`src/rtl/vga_timing_pkg.sv`:
```
// vga_timing_pkg: default 640x480@60 raster geometry and coordinate width
package vga_timing_pkg;
  localparam int COORD_W = 10;
  localparam int unsigned DEF_H_ACTIVE = 640;
  localparam int unsigned DEF_H_FP = 16;
  localparam int unsigned DEF_H_SYNC = 96;
  localparam int unsigned DEF_H_BP = 48;
  localparam int unsigned DEF_V_ACTIVE = 480;
  localparam int unsigned DEF_V_FP = 10;
  localparam int unsigned DEF_V_SYNC = 2;
  localparam int unsigned DEF_V_BP = 33;
  localparam logic DEF_SYNC_POL = 1'b0;
  localparam int unsigned DEF_H_TOTAL = DEF_H_ACTIVE + DEF_H_FP + DEF_H_SYNC + DEF_H_BP;
  localparam int unsigned DEF_V_TOTAL = DEF_V_ACTIVE + DEF_V_FP + DEF_V_SYNC + DEF_V_BP;
  localparam int unsigned DEF_H_SYNC_START = DEF_H_ACTIVE + DEF_H_FP;
  localparam int unsigned DEF_H_SYNC_END = DEF_H_SYNC_START + DEF_H_SYNC - 1;
  localparam int unsigned DEF_V_SYNC_START = DEF_V_ACTIVE + DEF_V_FP;
  localparam int unsigned DEF_V_SYNC_END = DEF_V_SYNC_START + DEF_V_SYNC - 1;
  typedef logic [COORD_W-1:0] coord_t;
endpackage

```
`src/rtl/vga_timing_gen_sync_counter.sv`:
```
// sync_counter: wrapping counter with enable, terminal count and sync-window decode
module sync_counter
  import vga_timing_pkg::*;
#(
  parameter int unsigned TOTAL = DEF_H_TOTAL,
  parameter int unsigned SYNC_START = DEF_H_SYNC_START,
  parameter int unsigned SYNC_END = DEF_H_SYNC_END
) (
  input  logic   clk,
  input  logic   reset,
  input  logic   en_i,
  output coord_t cnt_o,
  output logic   tc_o,
  output logic   sync_o
);
  coord_t cnt_q, cnt_d;
  assign tc_o = cnt_q == COORD_W'(TOTAL - 1);
  assign sync_o = cnt_q >= COORD_W'(SYNC_START) && cnt_q <= COORD_W'(SYNC_END);
  assign cnt_o = cnt_q;
  always_comb cnt_d = !en_i ? cnt_q : tc_o ? '0 : cnt_q + 1'b1;
  always_ff @(posedge clk) cnt_q <= reset ? '0 : cnt_d;
endmodule

```
`src/rtl/vga_timing_gen.sv`:
```
// vga_timing_gen: raster timing generator; define VGA_PIX_DIV2_EN to advance every second clk
module vga_timing_gen
  import vga_timing_pkg::*;
#(
  parameter int unsigned H_ACTIVE = DEF_H_ACTIVE,
  parameter int unsigned H_FP = DEF_H_FP,
  parameter int unsigned H_SYNC = DEF_H_SYNC,
  parameter int unsigned H_BP = DEF_H_BP,
  parameter int unsigned V_ACTIVE = DEF_V_ACTIVE,
  parameter int unsigned V_FP = DEF_V_FP,
  parameter int unsigned V_SYNC = DEF_V_SYNC,
  parameter int unsigned V_BP = DEF_V_BP,
  parameter logic SYNC_POL = DEF_SYNC_POL
) (
  input  logic         clk,
  input  logic         reset,
  output coord_t       pix_x,
  output coord_t       pix_y,
  output logic         video_on,
  output logic         pix_tick,
  output logic         frame_tick,
  input  logic [2:0]   graph_rgb,
  output logic         hsync,
  output logic         vsync,
  output logic         de,
  output logic [2:0]   rgb_out
);
  localparam int unsigned H_TOTAL = H_ACTIVE + H_FP + H_SYNC + H_BP;
  localparam int unsigned V_TOTAL = V_ACTIVE + V_FP + V_SYNC + V_BP;
  logic h_tc, v_tc, h_sync, v_sync;
  logic hsync_q, vsync_q, de_q, frame_tick_q;
  logic [2:0] rgb_q;
`ifdef VGA_PIX_DIV2_EN
  logic div_q;
  always_ff @(posedge clk) div_q <= reset ? 1'b0 : ~div_q;
  assign pix_tick = div_q;
`else
  assign pix_tick = 1'b1;
`endif
  sync_counter #(
    .TOTAL(H_TOTAL), .SYNC_START(H_ACTIVE + H_FP), .SYNC_END(H_ACTIVE + H_FP + H_SYNC - 1)
  ) u_h (
    .clk(clk), .reset(reset), .en_i(pix_tick), .cnt_o(pix_x), .tc_o(h_tc), .sync_o(h_sync)
  );
  sync_counter #(
    .TOTAL(V_TOTAL), .SYNC_START(V_ACTIVE + V_FP), .SYNC_END(V_ACTIVE + V_FP + V_SYNC - 1)
  ) u_v (
    .clk(clk), .reset(reset), .en_i(pix_tick & h_tc), .cnt_o(pix_y), .tc_o(v_tc), .sync_o(v_sync)
  );
  assign video_on = pix_x < COORD_W'(H_ACTIVE) && pix_y < COORD_W'(V_ACTIVE);
  always_ff @(posedge clk) begin
    if (reset) begin
      hsync_q <= ~SYNC_POL;
      vsync_q <= ~SYNC_POL;
      de_q <= 1'b0;
      rgb_q <= '0;
      frame_tick_q <= 1'b0;
    end else begin
      frame_tick_q <= pix_tick & h_tc & v_tc;
      if (pix_tick) begin
        hsync_q <= h_sync ? SYNC_POL : ~SYNC_POL;
        vsync_q <= v_sync ? SYNC_POL : ~SYNC_POL;
        de_q <= video_on;
        rgb_q <= video_on ? graph_rgb : '0;
      end
    end
  end
  assign hsync = hsync_q;
  assign vsync = vsync_q;
  assign de = de_q;
  assign rgb_out = rgb_q;
  assign frame_tick = frame_tick_q;
endmodule
```
`config.mk`:
```
export PLATFORM = sky130hd
export DESIGN_NAME = vga_timing_gen
export DESIGN_NICKNAME = d
export VERILOG_FILES = /design/src/rtl/vga_timing_pkg.sv /design/src/rtl/vga_timing_gen_sync_counter.sv /design/src/rtl/vga_timing_gen.sv
export SDC_FILE = /design/constraint.sdc
export NUM_CORES = 1
export LEC_CHECK = 0
export ABC_AREA = 1
export BUFFER_PORTS_ARGS = -buffer_cell sky130_fd_sc_hd__buf_2
export CORE_ASPECT_RATIO = 1.1
export CORE_MARGIN = 5
export CORE_UTILIZATION = 57
export DETAILED_ROUTE_END_ITERATION = 16
export PLACE_DENSITY_LB_ADDON = 0.05
export RECOVER_POWER = 25
export SYNTH_ARGS = -nofsm -noshare
export SYNTH_HDL_FRONTEND = slang
export SYNTH_SLANG_ARGS = --single-unit
```
`constraint.sdc`:
```
create_clock -name clk -period 2.35 [get_ports clk]
set_input_delay 0.47 -clock clk [delete_from_list [all_inputs] [get_ports clk]]
set_output_delay 0.47 -clock clk [all_outputs]
set_load 0.05 [all_outputs]
```
# == Word-level counts from Yosys, hierarchy flattened ==
# Index checks and enable logic that the tools add are counted.
# totals
latchBits,0
output_inout_bits,29
ff_bits,27
elab_cells,27
rom_bits,0
memories,0
in_bits,5
ramBits,0
# classes
n_addsub,2
multipliers,0
shift,0
n_eq_ne,2
mux,3
n_lt_le_gt_ge,6
bitwise,2
n_reduce_logical,5
n_div,0
# ops
operator,n
10-bit by 1-bit adder with 10-bit output (second input constant),2
10-bit equality test (second input constant),2
10-bit greater-or-equal comparator (second input constant),1
10-bit by 9-bit greater-or-equal comparator with 1-bit output (second input constant),1
10-bit <= comparator (second input constant),1
10-bit by 9-bit <= comparator with 1-bit output (second input constant),1
10-bit less-than comparator (second input constant),1
10-bit by 9-bit less-than comparator with 1-bit output (second input constant),1
10-bit two-way mux,1
2-bit OR reduction,2
1-bit logical AND,3
1-bit two-way mux,2
1-bit AND,1
1-bit NOT,1

# == Logic depth before layout (Yosys ltp) ==
# logic_depth
ltp_word,4
ltp_mapped,8
depth_no_buf,8

# == Cells and area by module ==
# From an unflattened synthesis, not the netlist that was laid out.
# unflattened
cells_unflattened,189
area_unflattened_um2,1383.8
# by_module_without_submodules
mod,n_inst,cells_each,seq_area_each_um2,area_per_inst_um2
sync_counter (u_v),1,84,200.2,586.8
sync_counter (u_h),1,76,200.2,556.8
vga_timing_gen,1,29,140.1,240.2

# == Worst setup path after synthesis ==
# No wires, ideal clock.
# synth_timing
path_kind,register to output
startpoint,reg u_h.cnt_q[8] (netlist: u_h.cnt_o[8])
endpoint,out video_on
arrival_time_ps,1506
setup_slack_ps,374
path_stages_with_launch,4
path_buffers,0
required_ps,1880
cell_sequence,dfxtp_1 > nand2_2 > clkinv_4 > nor3_2
# synth_via
elab_chain_cells,2
# synth_rtl
item,line_no,rtl
from (decl),vga_timing_gen_sync_counter.sv:16,"coord_t cnt_q, cnt_d;"
from (signal assigned),vga_timing_gen_sync_counter.sv:21,always_ff @(posedge clk) cnt_q <= reset ? '0 : cnt_d;
10-bit less-than comparator,vga_timing_gen.sv:50,assign video_on = pix_x < COORD_W'(H_ACTIVE) && pix_y < COORD_W'(V_ACTIVE);
1-bit logical AND,vga_timing_gen.sv:50,
to (decl),vga_timing_gen.sv:19,"output logic video_on,"
# Every way passes these cells.

# == Worst setup path in the final report ==
# layout_timing
startpoint,reg u_v.cnt_q[5] (netlist: u_v.cnt_o[5])
endpoint,out video_on
# layout_via
elab_chain_cells,2
# layout_rtl
item,line_no
from (decl),vga_timing_gen_sync_counter.sv:16
from (signal assigned),vga_timing_gen_sync_counter.sv:21
10-bit by 9-bit less-than comparator with 1-bit output,vga_timing_gen.sv:50
1-bit logical AND,vga_timing_gen.sv:50
# Every way passes these cells.

==> results.py <==
metrics = {
    "final_layout": {
        "fin_nets": 245,
        "drive_gt1_share_pct": 23.83,
        "fin_cells": 266,
        "syn_to_final_growth_pct": 13.09,
        "final_cell_area_sq_um": 1643,
        "num_antenna_cells": 0,
    },
    "synth": {
        "ys_warn_count": 0,
        "synth_edf_count": 0,
        "async_reset_ff_share_pct": 0,
        "syn-cell-area_sq_um": 1453,
        "syn_inst": 200,
        "ys_ff_latch": 27,
        "syn_avg_cell_area_sq_um": 7.263,
        "synth_common_cells": "nand2_1, nor2_1, dfxtp_1, inv_1, nand3_1",
        "yosys_most_used_dff": "dfxtp_1",
        "synth_nets": 209,
        "synth.most_common_cell": "nand2_1",
        "ys_seq_area_share_pct": 37.21,
        "synth_area_leaders": "dfxtp_1, nand2_1, nor2_1",
        "yosysTopAreaCellShare_pct": 37.21,
        "synth_top_area_cell": "dfxtp_1",
        "yosysUniqueCellTypes": 32,
    },
    "sta": {
        "timing.final.crit_period_ns": 2.050,
        "fmax_mhz": 487.9,
        "worst_slew_pin_slew_ns": 0.5912,
        "setup_violations": 0,
        "fin_crit_sh_pct": 87.22,
        "finalWorstSetupSlack_ns": 0.3004,
        "hold_viol": 0,
        "fin_skew_ns": 0.009384,
        "max_slew_margin_pct": 60.44,
        "rsz0062_at_grt": "no",
        "fin_setup_tns_ns": 0,
        "final-max-slew-violation-count": 0,
    },
    "die": {
        "ioPinCount": 34,
        "std_cell_rows": 19,
        "core_area_sq_um": 2472,
        "die_height_um": 62.95,
        "die_x_um": 58.14,
        "design.die.area_sq_um": 3659,
        "initial_core_util_pct": 58.76,
    },
    "run_status": {
        "status": "complete, no violations",
    },
    "clock_network": {
        "insertion_delay_ns": 0.33,
        "ctsHoldBuffers": 0,
        "ctsHtreeMaxLevel": 1,
        "cts.sinks": 27,
        "cts_max_path_buffers": 2,
        "root_buffer": "clkbuf_4",
        "path_clk_slew_ns": 0.15,
        "cts_buffers": 3,
        "cts_tree": "yes",
        "cts_setup_buffers": 0,
        "ctsResizeCount": 0,
    },
    "min_path": {
        "min_delay_worst_endpoint": "rgb_out[0]$_SDFF_PP0_",
        "hold_class": "primary input to flip-flop",
        "hold_path_depth": 3,
        "hp-start": "graph_rgb[0]",
    },
    "worst_setup_path": {
        "path_class": "flip-flop to output port",
        "required_ns": 1.88,
        "r2r_slack_ns": 0.46,
        "reg2reg_depth": 6,
        "crit_arrival_ns": 1.58,
        "cp-startpoint": "u_v.cnt_o[5]$_SDFFE_PP0N_",
        "reg2reg_to": "u_h.cnt_o[8]$_SDFF_PP0_",
        "reg2reg_from": "u_h.cnt_o[0]$_SDFF_PP0_",
        "start_kind": "flip-flop",
        "end_kind": "output port",
        "crit_fanout": 8,
    },
    "routing": {
        "vias_per_cell": 5.102,
        "drtIter0Drc": 43,
        "dr.pass1.iters": 4,
        "ant_nets": 0,
        "route.detailed.drc": 0,
        "vias": 1357,
        "wl_um": 3180,
        "wl_per_cell_um": 11.95,
    },
    "placed_design": {
        "io_buffers": 32,
        "dpl.hpwl_um": 2533,
        "gp_congestion": 0.9416,
        "dpl-instance-area_sq_um": 1644,
        "dp.cells": 262,
        "place_ws_ns": 0.7715,
    },
    "power_and_ir_drop": {
        "leakage_nw": 0.7358,
        "p_comb_share_pct": 8.5,
        "powerDensity_nw_per_um2": 451.7,
        "seq_power_share_pct": 63.6,
        "internal_power_mw": 0.5439,
        "irDropWorstVdd_uv": 438.3,
        "finalPower_mw": 0.7421,
        "switchingPower_mw": 0.1983,
        "switching_share_pct": 26.72,
        "p_clk_share_pct": 28.0,
    },
    "global_routing": {
        "grt_max_degree": 17,
        "grt_overflow_total": 0,
        "antenna_found_initial": 0,
        "grt_use_total_pct": 18.39,
        "grt_pass1_vias": 1301,
        "grt_pass1_wl_um": 5354,
    },
    "flow_run": {
        "cap_viol_max_count": 0,
    },
}
-- registers in the layout, summed over array words and instances, names as in the netlist --
name,count
u_h.cnt_o,10
u_v.cnt_o,10
rgb_out,3
de,1
frame_tick,1
hsync,1
vsync,1
-- area by class of cell --
cell class                 instances  area, sq um
inverter                          31        123.9
sequential                        27        540.5
tap                               31        38.79
clock inverter                     1        7.507
fill                             241        829.5
multi-input combinational        141        757.0
timing repair buffer              32        152.6
clock buffer                       3        22.52
-- power groups by stage --
stage               sequential [mW]  clock [mW]  combinational [mW]
CTS                           0.472       0.218              0.0653
global placement              0.482           0              0.0641
global route                  0.473       0.235              0.0690
floorplan                     0.509           0              0.0221
detailed placement            0.482           0              0.0651
finish                        0.472       0.208              0.0629
-- per-layer routing --
| metal | wire length (um) | global-route usage (%) | up-vias | part of all wire (%) |
|---|---|---|---|---|
| li1 | - | - | 694 | - |
| met1 | 1323 | 19.44 | 624 | 42 |
| met2 | 1654 | 33.76 | 30 | 52 |
| met3 | 115 | 2.479 | 9 | 3.6 |
| met4 | 87 | 10.14 | 0 | 2.7 |
| met5 | 0 | 0 | - | 0 |
-- how the worst max path moves through the flow --
stage                          end  slack (ns)  cells after the start
after floorplan           video_on        0.37                      3
after global placement    video_on        0.81                      4
after detailed placement  video_on        0.77                      6
after CTS                 video_on        0.38                      6
after global routing      video_on        0.23                      6
final                     video_on        0.30                      6
-- worst max-delay path, stage by stage, from the launching register on --
cell	delay, ns
dfxtp_1	0.40
nand2_1	0.11
nor2_1	0.05
inv_1	0.07
nand2_1	0.07
nor3_1	0.23
buf_2	0.32
-- placed cells by master, fill, tap and decap left out, types with 2 or more instances in the layout --
master	count
a21oi_2	4
inv_2	2
nor2_2	6
nand3_2	4
nand3_1	8
ha_1	4
o21ai_0	2
buf_2	26
o21ai_1	3
nand2_2	2
a21oi_1	6
xor2_1	3
nand4_1	5
nand2_4	2
nor2_1	30
nand2_1	49
nor3_1	4
dfxtp_1	27
clkbuf_4	3
clkbuf_1	6
inv_1	26
-- cell families after synthesis --
group	Yosys count	synth area share (%)
AND/OR/NAND/NOR	114	39.97
buffers and inverters	32	9.044
flip-flops	27	37.21
AO/OA/AOI/OAI	19	8.269
adder cells (fa/ha/maj)	4	3.445
XOR/XNOR	3	1.809
other	1	0.2582
-- per-stage QoR --
stage / hold WS, ns / util, %
finish: 0.3255 / 66.45
global route: 0.3106 / 66.45
CTS: 0.3158 / 67.71
detailed placement: 0.4917 / 66.50
global placement: 0.4735 / 66.50
floorplan: 0.5324 / -
Note: power is estimated with default switching activity, not from simulation.
